===== src/rtl/rv_pkg.sv =====
// Shared RV32 front-end definitions: widths, opcode constants, fetch FSM states
// and the buffered-instruction payload.
package rv_pkg;

   localparam int unsigned XLEN = 32;
   localparam int unsigned ILEN = 32;

   localparam logic [6:0] R_TYPE = 7'b0110011;
   localparam logic [6:0] I_TYPE = 7'b0010011;
   localparam logic [6:0] BRANCH = 7'b1100011;
   localparam logic [6:0] JAL    = 7'b1101111;
   localparam logic [6:0] JALR   = 7'b1100111;
   localparam logic [6:0] LUI    = 7'b0110111;
   localparam logic [6:0] AUIPC  = 7'b0010111;

   localparam logic [ILEN-1:0] INST_NOP = 32'h0000_0013;

   typedef enum logic [1:0] {
      REQ   = 2'd0,
      WAIT  = 2'd1,
      HOLD  = 2'd2,
      FAULT = 2'd3
   } fetch_state_t;

   typedef struct packed {
      logic [XLEN-1:0] pc;
      logic [ILEN-1:0] inst;
   } fetch_entry_t;

endpackage


===== src/rtl/fetch_unit_if.sv =====
// Fetch-stage bus: instruction-memory request/response, redirect input and the
// decoded-instruction handshake toward control_unit.
interface fetch_unit_if;
   import rv_pkg::*;

   logic            imem_req_valid;
   logic            imem_req_ready;
   logic [XLEN-1:0] imem_req_addr;
   logic            imem_rsp_valid;
   logic [ILEN-1:0] imem_rsp_data;
   logic            redirect_valid;
   logic [XLEN-1:0] redirect_pc;
   logic            inst_valid;
   logic            inst_ready;
   logic [ILEN-1:0] inst_out;
   logic [XLEN-1:0] inst_pc;
   logic [6:0]      opcode;
   logic [2:0]      funct3;
   logic [6:0]      funct7;

   modport master (
      output imem_req_valid, imem_req_addr,
      input  imem_req_ready, imem_rsp_valid, imem_rsp_data,
      input  redirect_valid, redirect_pc,
      output inst_valid, inst_out, inst_pc, opcode, funct3, funct7,
      input  inst_ready
   );

   modport slave (
      input  imem_req_valid, imem_req_addr,
      output imem_req_ready, imem_rsp_valid, imem_rsp_data,
      output redirect_valid, redirect_pc,
      input  inst_valid, inst_out, inst_pc, opcode, funct3, funct7,
      output inst_ready
   );

endinterface


===== src/rtl/fetch_unit_inst_buffer.sv =====
// Single-entry valid/ready holding register for one fetched {pc, inst};
// flush has priority over load and consume.
module inst_buffer
   import rv_pkg::*;
(
   input  logic         clk,
   input  logic         rst_n,
   input  logic         i_load,
   input  fetch_entry_t i_entry,
   input  logic         i_flush,
   input  logic         i_ready,
   output logic         o_valid,
   output fetch_entry_t o_entry
);

   logic         r_valid;
   fetch_entry_t r_entry;

   always_ff @(posedge clk or negedge rst_n) begin
      if (!rst_n) begin
         r_valid <= 1'b0;
         r_entry <= '{pc: '0, inst: INST_NOP};
      end else if (i_flush) begin
         r_valid <= 1'b0;
      end else if (i_load) begin
         r_valid <= 1'b1;
         r_entry <= i_entry;
      end else if (i_ready) begin
         r_valid <= 1'b0;
      end
   end

   assign o_valid = r_valid;
   assign o_entry = r_entry;

endmodule


===== src/rtl/fetch_unit.sv =====
// Instruction-fetch stage: owns the PC, keeps one imem request outstanding and
// hands one instruction at a time to decode. FETCH_MISALIGN_CHECK_EN adds a FAULT path.
module fetch_unit
   import rv_pkg::*;
#(
   parameter logic [XLEN-1:0] RESET_PC = 32'h0000_0000
) (
   input  logic          clk,
   input  logic          rst_n,
   fetch_unit_if.master  io_bus
`ifdef FETCH_MISALIGN_CHECK_EN
   ,
   output logic          fetch_misalign
`endif
);

   fetch_state_t    r_state;
   logic [XLEN-1:0] r_pc;
   logic [XLEN-1:0] r_fetch_pc;
   logic            r_drop;
   logic            r_req_valid;

   logic            w_accept;
   logic            w_rsp;
   logic            w_in_flight;
   logic            w_stale;
   logic            w_load;
   logic            w_bad_target;
   logic [XLEN-1:0] w_target;
   logic            w_buf_valid;
   fetch_entry_t    w_entry;
   fetch_entry_t    w_buf;

   assign w_accept    = (r_state == REQ) & r_req_valid & io_bus.imem_req_ready;
   assign w_rsp       = io_bus.imem_rsp_valid;
   // A response is still owed to us after this edge; a redirect must discard it.
   assign w_in_flight = w_accept | ((r_state == WAIT) & ~w_rsp);
   assign w_stale     = w_in_flight | (r_drop & ~w_rsp);
   assign w_load      = (r_state == WAIT) & w_rsp & ~r_drop;
   assign w_target    = io_bus.redirect_pc & ~XLEN'(3);

`ifdef FETCH_MISALIGN_CHECK_EN
   logic r_misalign;

   assign w_bad_target = |io_bus.redirect_pc[1:0];

   always_ff @(posedge clk or negedge rst_n) begin
      if (!rst_n) begin
         r_misalign <= 1'b0;
      end else if (io_bus.redirect_valid) begin
         r_misalign <= w_bad_target;
      end
   end

   assign fetch_misalign = r_misalign;
`else
   assign w_bad_target = 1'b0;
`endif

   // Fetch FSM; a redirect overrides whatever the current state would do.
   always_ff @(posedge clk or negedge rst_n) begin
      if (!rst_n) begin
         r_state     <= REQ;
         r_pc        <= RESET_PC;
         r_fetch_pc  <= '0;
         r_drop      <= 1'b0;
         r_req_valid <= 1'b0;
      end else if (io_bus.redirect_valid) begin
         r_drop <= w_stale;
         if (w_bad_target) begin
            r_state     <= FAULT;
            r_req_valid <= 1'b0;
         end else begin
            r_pc <= w_target;
            if (w_in_flight) begin
               r_state     <= WAIT;
               r_req_valid <= 1'b0;
            end else begin
               r_state     <= REQ;
               r_req_valid <= 1'b1;
            end
         end
      end else begin
         case (r_state)
            REQ: begin
               if (w_rsp) r_drop <= 1'b0;
               if (w_accept) begin
                  r_fetch_pc  <= r_pc;
                  r_pc        <= r_pc + XLEN'(4);
                  r_state     <= WAIT;
                  r_req_valid <= 1'b0;
               end else begin
                  r_req_valid <= 1'b1;
               end
            end
            WAIT: begin
               if (w_rsp) begin
                  r_drop      <= 1'b0;
                  r_state     <= r_drop ? REQ : HOLD;
                  r_req_valid <= r_drop;
               end
            end
            HOLD: begin
               if (io_bus.inst_ready) begin
                  r_state     <= REQ;
                  r_req_valid <= 1'b1;
               end
            end
            FAULT: begin
               if (w_rsp) r_drop <= 1'b0;
            end
            default: begin
               r_state     <= REQ;
               r_req_valid <= 1'b0;
            end
         endcase
      end
   end

   assign w_entry = '{pc: r_fetch_pc, inst: io_bus.imem_rsp_data};

   inst_buffer u_inst_buffer (
      .clk     (clk),
      .rst_n   (rst_n),
      .i_load  (w_load),
      .i_entry (w_entry),
      .i_flush (io_bus.redirect_valid),
      .i_ready (io_bus.inst_ready),
      .o_valid (w_buf_valid),
      .o_entry (w_buf)
   );

   assign io_bus.imem_req_valid = r_req_valid;
   assign io_bus.imem_req_addr  = r_pc;
   assign io_bus.inst_valid     = w_buf_valid;
   assign io_bus.inst_out       = w_buf.inst;
   assign io_bus.inst_pc        = w_buf.pc;
   assign io_bus.opcode         = w_buf.inst[6:0];
   assign io_bus.funct3         = w_buf.inst[14:12];
   assign io_bus.funct7         = w_buf.inst[31:25];

endmodule


===== src/flat_wrapper.sv =====
// flat-port wrapper written by rule: the top's interface ports become plain ports
module fetch_unit_flat import rv_pkg::*;
#(
   parameter logic [XLEN-1:0] RESET_PC = 32'h0000_0000
)
  (clk, rst_n, io_bus_imem_req_valid, io_bus_imem_req_addr, io_bus_imem_req_ready, io_bus_imem_rsp_valid, io_bus_imem_rsp_data, io_bus_redirect_valid, io_bus_redirect_pc, io_bus_inst_valid, io_bus_inst_out, io_bus_inst_pc, io_bus_opcode, io_bus_funct3, io_bus_funct7, io_bus_inst_ready);
  fetch_unit_if io_bus_i ();
  input  logic clk;
  input  logic rst_n;
  output wire logic [$bits(io_bus_i.imem_req_valid)-1:0] io_bus_imem_req_valid;
  output wire logic [$bits(io_bus_i.imem_req_addr)-1:0] io_bus_imem_req_addr;
  input wire logic [$bits(io_bus_i.imem_req_ready)-1:0] io_bus_imem_req_ready;
  input wire logic [$bits(io_bus_i.imem_rsp_valid)-1:0] io_bus_imem_rsp_valid;
  input wire logic [$bits(io_bus_i.imem_rsp_data)-1:0] io_bus_imem_rsp_data;
  input wire logic [$bits(io_bus_i.redirect_valid)-1:0] io_bus_redirect_valid;
  input wire logic [$bits(io_bus_i.redirect_pc)-1:0] io_bus_redirect_pc;
  output wire logic [$bits(io_bus_i.inst_valid)-1:0] io_bus_inst_valid;
  output wire logic [$bits(io_bus_i.inst_out)-1:0] io_bus_inst_out;
  output wire logic [$bits(io_bus_i.inst_pc)-1:0] io_bus_inst_pc;
  output wire logic [$bits(io_bus_i.opcode)-1:0] io_bus_opcode;
  output wire logic [$bits(io_bus_i.funct3)-1:0] io_bus_funct3;
  output wire logic [$bits(io_bus_i.funct7)-1:0] io_bus_funct7;
  input wire logic [$bits(io_bus_i.inst_ready)-1:0] io_bus_inst_ready;
  assign io_bus_imem_req_valid = io_bus_i.imem_req_valid;
  assign io_bus_imem_req_addr = io_bus_i.imem_req_addr;
  assign io_bus_i.imem_req_ready = io_bus_imem_req_ready;
  assign io_bus_i.imem_rsp_valid = io_bus_imem_rsp_valid;
  assign io_bus_i.imem_rsp_data = io_bus_imem_rsp_data;
  assign io_bus_i.redirect_valid = io_bus_redirect_valid;
  assign io_bus_i.redirect_pc = io_bus_redirect_pc;
  assign io_bus_inst_valid = io_bus_i.inst_valid;
  assign io_bus_inst_out = io_bus_i.inst_out;
  assign io_bus_inst_pc = io_bus_i.inst_pc;
  assign io_bus_opcode = io_bus_i.opcode;
  assign io_bus_funct3 = io_bus_i.funct3;
  assign io_bus_funct7 = io_bus_i.funct7;
  assign io_bus_i.inst_ready = io_bus_inst_ready;
  fetch_unit #(.RESET_PC(RESET_PC)) u_core (.clk(clk), .rst_n(rst_n), .io_bus(io_bus_i));
endmodule

===== config.mk =====
export PLATFORM = sky130hd
export DESIGN_NAME = fetch_unit_flat
export DESIGN_NICKNAME = d
export VERILOG_FILES = /design/src/rtl/rv_pkg.sv /design/src/rtl/fetch_unit_if.sv /design/src/rtl/fetch_unit_inst_buffer.sv /design/src/rtl/fetch_unit.sv /design/src/flat_wrapper.sv
export SDC_FILE = /design/constraint.sdc
export NUM_CORES = 1
export LEC_CHECK = 0
export ABC_CLOCK_PERIOD_IN_PS = 2000
export BUFFER_PORTS_ARGS = -buffer_cell sky130_fd_sc_hd__buf_2
export CAP_MARGIN = 0
export CORE_AREA = 5 5 134 136
export CTS_CLUSTER_DIAMETER = 100
export DETAILED_ROUTE_END_ITERATION = 8
export DIE_AREA = 0 0 139 141
export SYNTH_ARGS = -nofsm -noshare
export SYNTH_HDL_FRONTEND = slang
export SYNTH_SLANG_ARGS = --single-unit

===== constraint.sdc =====
create_clock -name clk -period 2 [get_ports clk]
set_input_delay 0.1 -clock clk [delete_from_list [all_inputs] [get_ports clk]]
set_output_delay 0.1 -clock clk [all_outputs]
set_load 0.005 [all_outputs]

Word-level counts from Yosys, hierarchy flattened
Index checks and enable logic that the tools add are counted.

storage, ports and cells
  register bits after elaboration = 133
  bits of input ports = 70
  output and inout port bits = 115
  word-level logic and storage cells = 62

operators by class
  add/sub/neg operators = 1
  equality and inequality tests = 6
  muxes and demuxes = 22
  bitwise gates (word level) = 11
  reductions and logical operators = 14

operator list
  kind                     number
  $mux W32                 3
  $add A32 B3 Y32 const B  1
  $mux W1                  12
  $mux W2                  5
  $reduce_bool A2 Y1       4
  $and A1 B1 Y1            6
  $ne A3 B3 Y1 const B     2
  $pmux W2 S3              1
  $reduce_and A2 Y1        3
  $reduce_and A3 Y1        2
  $eq A2 B2 Y1 const B     2
  $reduce_and A4 Y1        1
  $reduce_bool A4 Y1       1
  $ne A3 B2 Y1 const B     1
  $not A1 Y1               3
  $pmux W1 S3              1
  $reduce_bool A3 Y1       1
  $reduce_or A3 Y1         1
  $eq A2 B1 Y1 const B     1
  $logic_not A2 Y1         1
  $or A1 B1 Y1             2

Logic depth before layout (Yosys ltp)
  depth in word-level cells = 6
  mapped depth = 8
  gate-level depth less buffers = 7

Hierarchy
From an unflattened synthesis, not the netlist that was laid out.

unflattened totals
  cells, all modules = 483
  area total of the unflattened synthesis = 6,152.2 um^2

by module, submodules not included
  module       instances  cells an instance  area each (um^2)  seq. area each (um^2)
  fetch_unit   1          343                3,407.0           1,601.5
  inst_buffer  1          140                2,745.1           1,630.3

Worst setup path after synthesis
OpenSTA, ideal clock, no wires.

  path kind = reg-to-reg
  start = register u_core.r_state[0]
  end = register u_core.r_pc[26] (netlist: u_core.io_bus.imem_req_addr[26])
  library setup time = 125 ps
  arrival = 1,749 ps
  required time = 1,875 ps
  setup slack = 126 ps
  stages on the path, launching flop included = 9
  path buffers = 1
  clock period less this slack = 1,874 ps
  path through = dfrtp_1 > inv_1 > ha_1 > and3_1 > buf_4 > nand3_4 > nor4_2 > xor2_1 > mux2_2

on the way
  longest elaborated chain between the ends = 5
  elaborated cells on any way between the ends = 6
  those cells by class = bitwise (2); reduce/logical (4)

ends and longest elaborated chain
  item                                    RTL line                            source
  start: declaration                      fetch_unit.sv:17                    fetch_state_t r_state;
  start signal: assignment                fetch_unit.sv:99                    r_state <= r_drop ? REQ : HOLD;
  $logic_not A2 Y1 (*)                    fetch_unit.sv:34, fetch_unit.sv:84
  $and A1 B1 Y1 (2 in a row)              fetch_unit.sv:34                    assign w_accept = (r_state == REQ) & r_req_valid & io_bus.imem_req_ready;
  $reduce_bool A2 Y1 (no source line)     --
  $reduce_and A2 Y1 (no source line) (*)  --
  end signal: assignment                  fetch_unit.sv:74                    r_pc <= w_target;
  end signal: assignment                  fetch_unit.sv:89                    r_pc <= r_pc + XLEN'(4);
  end: declaration                        fetch_unit.sv:18                    logic [XLEN-1:0] r_pc;

Every way passes the cells marked *; elsewhere a longest branch is shown, timed or not.
A chain may end at the register's enable or synchronous reset.

Worst setup path after layout
  start = register u_core.r_state[1]
  end = register u_core.r_pc[26] (netlist: u_core.io_bus.imem_req_addr[26])

Same word-level chain as after synthesis.

==> qor.txt <==
Ys Warns: 0
Max IR drop VDD: 0.000577 V
Layout Cells excl Fill: 934
Crit. Startpoint: u_core.r_state[1]
register area: 0.00318 mm2
fraction of layout cells with a size suffix above 1: 48.5%
sw frac: 28.0%
worst flop-to-flop path startpoint: u_core.r_state[1]
pwr/cell area: 1280 mW/mm2
CTS max path bufs: 2
part of the power in registers: 40.2%
initial antenna violation count: 0
Post-synth ARST share: 100%
WS Path Type: flop to flop
top cells by count, synth: dfrtp_1, mux2_2, nand2_1
DP Wirelength: 10500 um
clock share of power: 31.2%
Avg Inst Size Synth: 12.6 um2
Worst path top cell family by delay: simple AND/OR/NAND/NOR gates
Syn Std Cell Area: 0.00565 mm2
Vias per Instance: 4.61
crit share post-route: 92.8%
Worst Setup Start Kind: flop
drt pass-1 iters: 4
cell count after synthesis: 449
die area: 0.0196 mm2
CTS clk-pin slew, worst paths: 60 ps
# fillers: 1532
buffers added on ports: 178
Critical Path RT: 2300 ps
ys flop type: dfrtp_1
clock skew: 8.34 ps
largest net degree at the start of global routing: 51
total gr overflow: 0
RSZ-0062 raised after global routing: false
combinational share of power: 28.6%
EDFF count, synth: 0
WL/cell: 16.0 um
Psw: 2.90 mW
Peak Freq: 539 MHz
Antenna diodes: 0
final wirelength: 14900 um
Worst Setup End Kind: flop
Netlist cell types: 34
Clock Root Buffer: clkbuf_16
crit-path max FO: 5
initial DRC count: 129
post-synth top area cell: dfrtp_1
CTS HTree Levels: 4
Slowest cell on crit path: dfrtp_1
outcome: finished clean
Post-CTS Setup Inserts: 0
# DRC: 0
Horiz. Die Dim: 139 um
CTS Sinks: 127
DP Worst Slack: 3.44 ps
setup TNS: 0 ps
# rows: 48
share of Yosys cell area claimed by the top area cell type: 54.9%
placer congestion estimate: 0.791
Hold Startpoint: io_bus_inst_ready
Tot Pwr: 10.3 mW
Clock Latency Late Sink: 410 ps
Layout Area Growth over Synthesis: 43.4%
most frequent cell after synthesis: dfrtp_1
Slew Limit Fails: 0
total internal power: 7.44 mW
worst-path cell chain: inv_2, ha_2, and3_4, nand3_4, nor4_4, xor2_1, mux2_2
fin crit period: 1860 ps
CTS tree: done
Initial Util: 33.6%
ANT nets after route: 0
number of global-route vias before repair: 4694
flops & latches, synth: 127
total CTS buffers: 17
worst min path class: input port to flop
crit path buf inv count: 1
final setup violation count: 0
Critical Path AT: 2150 ps
Die H: 141 um
main area contributors after synthesis: dfrtp_1, mux2_2, buf_4
Leakage: 3.81 nW
footprint of the multi-input gates: 0.00223 mm2
max-cap viol count: 0
sequential area share after synthesis: 56.3%
setup ws final: 144 ps
Via Count: 4303
core area: 0.0168 mm2
Nets: 771
first-pass GRT wire length: 24700 um
I/O pins: 185
Hold Vio Cnt, Final: 0
GRT Util Overall: 15.8%
CP max stage delay: 410 ps
Placed Cells: 837
timing repair:
action / in CTS / in global routing
cloned: 0 / 1
hold endpoints to repair: 110 / 0
gates resized for setup: 1 / 7
hold buffers: 64 / 0
endpoints found under the setup margin: 2 / 26
pin swaps: 0 / 1
path summary, 6_finish.rpt:
path	end	slack, ps	cells past startpoint
min reg2reg	u_core.u_inst_buffer.o_valid	480	1
max	u_core.io_bus.imem_req_addr[26]	140	7
min	u_core.u_inst_buffer.o_valid	10	3
max in group asynchronous	u_core.io_bus.imem_req_addr[17]	1000	3
min in group asynchronous	u_core.u_inst_buffer.o_entry[7]	200	2
max reg2reg	u_core.io_bus.imem_req_addr[26]	140	7
worst min-delay path: stages:
cell and delay, ps:
buf_2 90, nor2_1 40, a21o_1 160
power by group through the flow:
stage               clock network (mW)  logic (mW)  registers [mW]
global route                      3.46        3.27            4.29
finish                            3.22        2.96            4.15
floorplan                            0        1.66            4.19
CTS                               3.32        2.99            4.15
detailed placement                   0        2.89            4.20
global placement                     0        2.80            4.12
through the flow:
stage                     cell area (um2)  hold slack, ps  util [%]
after CTS                            8070            1.17      48.0
after global placement               6820            64.6      40.5
after global routing                 8100            14.7      48.2
after floorplan                      5660            -196         -
after detailed placement             6820            69.6      40.5
final                                8100            10.9      48.2
registers in the layout (all words and copies together), names as in the netlist:
register and count:
u_core.r_fetch_pc 30, u_core.io_bus.imem_req_addr 30, u_core.u_inst_buffer.o_valid 1, u_core.u_inst_buffer.o_entry 62, u_core.io_bus.imem_req_valid 1, u_core.r_drop 1, u_core.r_state 2
per-layer routing:
layer | part of all wire, % | GRT usage, % | routed length (um)
met4 | 1.3 | 4.69 | 189
met1 | 44 | 19.2 | 6500
met2 | 49 | 26.7 | 7370
met3 | 5.8 | 5.43 | 869
met5 | 0 | 0 | 0
cell families (layout without fill, tap and decap cells):
logic type | count (synthesis) | after routing | synth area share, %
adders and majority gates | 5 | 5 | 1.11
and+or+nand+nor | 103 | 104 | 10.3
DFF | 127 | 127 | 56.3
xor gates and xnor gates | 28 | 28 | 4.34
AOI/OAI and AO/OA | 41 | 41 | 3.92
muxes | 95 | 95 | 18.9
buffers and inverters | 49 | 305 | 5.12
other | 1 | 4 | 0.0664
layout by cell type (no fill, tap or decap), types with 4 or more instances in the layout:
master         instances
buf_2                177
dfrtp_1              124
mux2_2                92
dlygate4sd3_1         64
nand2_1               43
o21ai_0               29
buf_4                 19
clkbuf_16             17
xor2_1                16
nand3_1               13
xnor2_1               12
nand4_1                8
nor3_1                 7
inv_1                  6
and3_1                 6
nor2_1                 5
o21ai_1                4
ha_1                   4
conb_1                 4
clkinv_2               4
bufinv_16              4
buf_12                 4
cell type report:
type                       instances  share of cell area, %
sequential                       127                   39.3
multi-input combinational        277                   27.5
timing repair buffer             266                   21.9
clock buffer                      21                   5.56
tap                              225                   3.47
clock inverter                    11                   2.02
inverter                           7                  0.324
Note: power is estimated with default switching activity, not from simulation.
